`config.mk`:
```
export PLATFORM = sky130hd
export DESIGN_NAME = t2mi_bbf_scheduler
export DESIGN_NICKNAME = d
export VERILOG_FILES = /design/src/rtl/t2mi_pkg.sv /design/src/rtl/t2mi_bbf_scheduler.sv
export SDC_FILE = /design/constraint.sdc
export NUM_CORES = 1
export LEC_CHECK = 0
export ABC_AREA = 1
export CAP_MARGIN = 40
export CELL_PAD_IN_SITES_DETAIL_PLACEMENT = 1
export CELL_PAD_IN_SITES_GLOBAL_PLACEMENT = 2
export CORE_MARGIN = 2
export CORE_UTILIZATION = 28
export CTS_BUF_LIST = sky130_fd_sc_hd__clkbuf_16
export CTS_CLUSTER_SIZE = 30
export DETAILED_ROUTE_END_ITERATION = 8
export GPL_ROUTABILITY_DRIVEN = 0
export PLACE_DENSITY_LB_ADDON = 0.1
export SYNTH_ARGS = -nofsm -noshare
export SYNTH_HDL_FRONTEND = slang
export SYNTH_SLANG_ARGS = --single-unit
```
`constraint.sdc`:
```
create_clock -name CLK -period 5.9 [get_ports CLK]
set_clock_uncertainty 0.1 [all_clocks]
set_input_delay 0.885 -clock CLK [delete_from_list [all_inputs] [get_ports CLK]]
set_output_delay 0.885 -clock CLK [all_outputs]
set_load 0.005 [all_outputs]
```
`src/rtl/t2mi_pkg.sv`:
```
// Shared definitions for the T2-MI packer: scheduler states, BB header length
// and the widths of the per-frame fields.
package t2mi_pkg;

    localparam int T2MI_BBHDR_BITS = 80;
    localparam int PLP_ID_W        = 8;
    localparam int BLOCK_CNT_W     = 10;
    localparam int FRAME_IDX_W     = 8;

    typedef enum logic [2:0] {
        S_IDLE,
        S_BBF_REQ,
        S_BBF_WAIT,
        S_L1_REQ,
        S_L1_WAIT,
        S_ADVANCE
    } sched_state_t;

endpackage

```
`src/rtl/t2mi_bbf_scheduler.sv`:
```
// Per-T2-frame sequencer: latches L1 parameters on a frame tick, requests one
// BB frame per FEC block, then one L1-current packet, then advances indices.
module t2mi_bbf_scheduler
    import t2mi_pkg::*;
#(
    parameter int BBHDR_BITS = T2MI_BBHDR_BITS,
    parameter int SF_IDX_W   = 4
) (
    input  logic                   CLK,
    input  logic                   RST,
    input  logic                   FRAME_TICK,
    input  logic [PLP_ID_W-1:0]    plp_id,
    input  logic                   nm_or_hem,
    input  logic [BLOCK_CNT_W-1:0] plp_num_blocks,
    input  logic [FRAME_IDX_W-1:0] num_t2_frames,
    input  logic [15:0]            k_bch,
    input  logic                   BBF_READY,
    input  logic                   BBF_DONE,
    input  logic                   L1_READY,
    input  logic                   L1_DONE,
    output logic                   BBF_START,
    output logic                   BBF_FIRST,
    output logic [15:0]            BBF_DFL,
    output logic [PLP_ID_W-1:0]    BBF_PLP_ID,
    output logic                   BBF_MODE,
    output logic                   L1_START,
    output logic [FRAME_IDX_W-1:0] FRAME_IDX,
    output logic [SF_IDX_W-1:0]    SF_IDX,
    output logic [BLOCK_CNT_W-1:0] BLOCK_CNT,
    output logic                   BUSY,
    output logic                   OVERRUN
);

    sched_state_t           state;
    logic [BLOCK_CNT_W-1:0] num_blocks;
    logic [FRAME_IDX_W-1:0] num_frames;
    logic [BLOCK_CNT_W-1:0] next_block_cnt;
    logic                   frame_wrap;

    assign next_block_cnt = BLOCK_CNT + BLOCK_CNT_W'(1);

    // Widened by one bit so a frame count of 255 cannot alias to zero.
    assign frame_wrap = ({1'b0, FRAME_IDX} + 9'd1) >= {1'b0, num_frames};

    always_ff @(posedge CLK) begin
        if (RST) begin
            state      <= S_IDLE;
            num_blocks <= '0;
            num_frames <= '0;
            BBF_START  <= 1'b0;
            BBF_FIRST  <= 1'b0;
            BBF_DFL    <= '0;
            BBF_PLP_ID <= '0;
            BBF_MODE   <= 1'b0;
            L1_START   <= 1'b0;
            FRAME_IDX  <= '0;
            SF_IDX     <= '0;
            BLOCK_CNT  <= '0;
            BUSY       <= 1'b0;
            OVERRUN    <= 1'b0;
        end else begin
            // A tick arriving mid-frame is dropped, only remembered here.
            if (FRAME_TICK && state != S_IDLE) begin
                OVERRUN <= 1'b1;
            end

            unique case (state)
                S_IDLE: begin
                    if (FRAME_TICK) begin
                        BBF_PLP_ID <= plp_id;
                        BBF_MODE   <= nm_or_hem;
                        num_blocks <= plp_num_blocks;
                        num_frames <= num_t2_frames;
                        BBF_DFL    <= k_bch - 16'(BBHDR_BITS);
                        BLOCK_CNT  <= '0;
                        BUSY       <= 1'b1;
                        if (plp_num_blocks == '0) begin
                            state    <= S_L1_REQ;
                            L1_START <= 1'b1;
                        end else begin
                            state     <= S_BBF_REQ;
                            BBF_START <= 1'b1;
                            BBF_FIRST <= 1'b1;
                        end
                    end
                end
                S_BBF_REQ: begin
                    if (BBF_READY) begin
                        BBF_START <= 1'b0;
                        BBF_FIRST <= 1'b0;
                        state     <= S_BBF_WAIT;
                    end
                end
                S_BBF_WAIT: begin
                    if (BBF_DONE) begin
                        BLOCK_CNT <= next_block_cnt;
                        if (next_block_cnt == num_blocks) begin
                            state    <= S_L1_REQ;
                            L1_START <= 1'b1;
                        end else begin
                            state     <= S_BBF_REQ;
                            BBF_START <= 1'b1;
                            BBF_FIRST <= 1'b0;
                        end
                    end
                end
                S_L1_REQ: begin
                    if (L1_READY) begin
                        L1_START <= 1'b0;
                        state    <= S_L1_WAIT;
                    end
                end
                S_L1_WAIT: begin
                    if (L1_DONE) begin
                        state <= S_ADVANCE;
                    end
                end
                S_ADVANCE: begin
                    if (frame_wrap) begin
                        FRAME_IDX <= '0;
                        SF_IDX    <= SF_IDX + SF_IDX_W'(1);
                    end else begin
                        FRAME_IDX <= FRAME_IDX + FRAME_IDX_W'(1);
                    end
                    BUSY  <= 1'b0;
                    state <= S_IDLE;
                end
                default: begin
                    state <= S_IDLE;
                    BUSY  <= 1'b0;
                end
            endcase
        end
    end

endmodule

```
==> flow_metrics.py <==
metrics = {
    "critical_path": {
        "cp-end-kind": "register",
        "cp.required_ns": 6.04,
        "path_max_fanout": 8,
        "cpLargestDelayFamily": "simple AND/OR/NAND/NOR gates",
        "crit_path_start_kind": "register",
        "arrival_ns": 2.88,
        "critical_path.max_stage_delay_ns": 0.53,
        "critical_path_class": "reg2reg",
        "crit_slowest_cell": "dfxtp_1",
        "path_buf_inv": 1,
        "path_cells": "ha_1 -> nand3_2 -> nor3_4 -> xor2_1 -> ha_1 -> nand2_1 -> nor3_1 -> nand2_1 -> nand3_2 -> nand2_2 -> inv_1 -> nor2_1 -> nor2_1",
    },
    "drt": {
        "wl_um": 11460,
        "drt_first_iter_violations": 130,
        "wl_per_cell_um": 14.07,
        "vias": 3751,
        "drcViolationCount": 0,
        "dr.pass1.iters": 4,
        "ant_nets": 0,
        "vias_per_cell": 4.608,
    },
    "floorplanning": {
        "core.rowCount": 42,
        "dieArea_sq_mm": 0.01434,
        "start_util_pct": 28.55,
        "core_region_area_sq_mm": 0.01314,
        "die-height_um": 119.7,
        "io_pins": 102,
        "die_x_um": 119.7,
    },
    "sta": {
        "setup_viol_count_final": 0,
        "worstMarginPinSlew_ns": 0.8213,
        "max_freq_ghz": 0.3653,
        "finalSetupTns_ns": 0,
        "slew_headroom_pct": 45.17,
        "hold_viol": 0,
        "finalCriticalPeriod_ns": 2.738,
        "rsz0062_at_grt": "false",
        "drv_slew": 0,
        "period_share_pct": 46.40,
    },
    "layout": {
        "n_antenna_cell": 0,
        "area_growth_pct": 40.23,
        "fin_cells": 814,
        "layout.nets": 695,
        "fill_cells": 1661,
        "drive_above_1_share_pct": 7.210,
    },
    "logic_synthesis": {
        "synth_warnings": 0,
        "syn_area_sq_mm": 0.003751,
        "syn_nets": 595,
        "synth_seq_cells": 73,
        "avgSynthCellArea_sq_um": 7.038,
        "ys_seq_area_share_pct": 38.96,
        "synth_flop_cell": "dfxtp_1",
        "yosysUniqueCellTypes": 34,
        "synth-edff-count": 0,
        "syn_inst": 533,
        "postSynth.asyncResetShare_pct": 0,
    },
    "placement": {
        "dp_hpwl_um": 8647,
        "post-place-cells": 798,
        "port_buffers": 101,
    },
    "clock_tree": {
        "tritoncts": "built",
        "cts-root-buf": "clkbuf_16",
        "post-cts-setup-buffers": 0,
        "clockBufferDepth": 2,
        "cts_made_buffers": 9,
        "clk-insertion-delay-late_ns": 0.34,
        "cts_resized": 0,
        "cts_hold_buf": 0,
        "cts-htree-levels": 3,
        "clk_pin_slew_ns": 0.06,
        "clock-sinks": 73,
    },
    "global_route": {
        "grtUsageTotal_pct": 16.93,
        "grt_max_degree": 53,
        "grt_pass1_wl_um": 19110,
        "first_global_vias": 3871,
        "overflow": 0,
        "antenna_found_initial": 1,
    },
    "status": {
        "status": "finished, final reports clean",
    },
    "worst_hold_path": {
        "hold_path_class": "reg2reg",
    },
    "power_and_ir_drop": {
        "ir_drop_mv": 0.1475,
        "power.leakage_uw": 0.002250,
        "p_per_area_mw_per_mm2": 368.9,
    },
    "run": {
        "cap_violations": 0,
    },
}
worst reg2reg max path, cell delays in order (launching register included):
cell	delay [ns]
dfxtp_1	0.53
ha_1	0.27
nand3_2	0.13
nor3_4	0.18
xor2_1	0.23
ha_1	0.28
nand2_1	0.11
nor3_1	0.06
nand2_1	0.23
nand3_2	0.19
nand2_2	0.14
inv_1	0.06
nor2_1	0.09
nor2_1	0.04
where the power goes:
part           total (uW)  internal [uW]  switching [uW]
combinational         681            293             389
sequential            676            608            67.8
clock                 584            366             218
total                1940           1270             674
synthesized netlist by cell type (3+ instances only):
| master | instances | area [sq um] |
|---|---|---|
| ha_1 | 12 | 150.1 |
| nand2_2 | 7 | 43.79 |
| clkbuf_1 | 14 | 52.55 |
| dfxtp_1 | 73 | 1461 |
| nor2_2 | 3 | 18.77 |
| nor3_1 | 6 | 30.03 |
| nand3_2 | 6 | 60.06 |
| inv_2 | 4 | 15.01 |
| o211ai_1 | 4 | 30.03 |
| a21oi_1 | 49 | 245.2 |
| o21ai_0 | 48 | 240.2 |
| nand2_1 | 93 | 349.1 |
| nand3_1 | 33 | 165.2 |
| inv_1 | 66 | 247.7 |
| nand3b_1 | 5 | 37.54 |
| nor2_1 | 64 | 240.2 |
| nand4_1 | 8 | 50.05 |
| o21ai_1 | 3 | 15.01 |
| o21bai_1 | 3 | 22.52 |
| xor2_1 | 10 | 87.58 |
sequential cells by signal, indices dropped and copies added (netlist names):
register and flops:
OVERRUN 1, state 3, BBF_START 1, L1_START 1, SF_IDX 4, BBF_FIRST 1, num_blocks 10, num_frames 8
BUSY 1, BLOCK_CNT 10, BBF_PLP_ID 8, FRAME_IDX 8, BBF_DFL 16, BBF_MODE 1
routing by layer:
layer	track usage, %	up-vias	routed length (um)
met5	0	-	0
met4	6.985	0	212
met3	4.800	13	592
met2	28.07	68	5359
met1	20.61	1726	5292
li1	-	1944	-
metrics by stage:
stage	total power [uW]	hold slack (ns)	utilization [%]	instance area (sq um)	worst slack, ns
after detailed placement	1376	0.3579	37.68	4950	2.871
after global placement	1360	0.3542	37.68	4950	2.925
after floorplan	1073	0.3353	-	3751	3.637
after CTS	1979	0.3671	40.04	5260	3.120
final	1940	0.3676	40.04	5260	3.162
after global routing	2103	0.3970	40.04	5260	2.882
placed cells by master, fill, tap and decap left out, drive strengths merged, types with 2 or more instances in the layout:
cell type / n
clkdlybuf4s50: 101
nand2: 100
dfxtp: 73
inv: 70
nor2: 69
a21oi: 51
o21ai: 51
nand3: 39
ha: 12
xor2: 10
clkbuf: 9
nand4: 8
nor3: 8
nand3b: 5
o211ai: 4
buf: 4
o21bai: 4
clkinv: 4
nor4: 2
xnor2: 2
o221ai: 2
a31oi: 2
bufinv: 2
or2: 2
kinds of logic after synthesis:
group	after synthesis	share of synthesized area, %
buffers and inverters	86	8.672
adders and majority gates	12	4.003
DFF	73	38.96
and+or+nand+nor	234	28.82
xor gates and xnor gates	12	2.802
AOI/OAI and AO/OA	116	16.74
worst paths after layout:
kind / startpoint / endpoint / slack (ns) / depth (start not counted)
setup / recovery: FRAME_IDX[0] / SF_IDX[0] / 3.16 / 13
hold / removal: num_frames[2] / num_frames[2] / 0.37 / 2
setup reg to reg: FRAME_IDX[0] / SF_IDX[0] / 3.16 / 13
hold reg to reg: num_frames[2] / num_frames[2] / 0.37 / 2
layout make-up:
type / instances / area [sq um] / share of cell area, %
clock buffer: 9 / 225.2 / 4.282
clock inverter: 7 / 85.08 / 1.618
multi-input combinational: 374 / 1964 / 37.35
sequential: 73 / 1461 / 27.78
inverter: 70 / 262.8 / 4.995
tap: 176 / 220.2 / 4.186
timing repair buffer: 105 / 1041 / 19.79
Note: power is estimated with default switching activity, not from simulation.
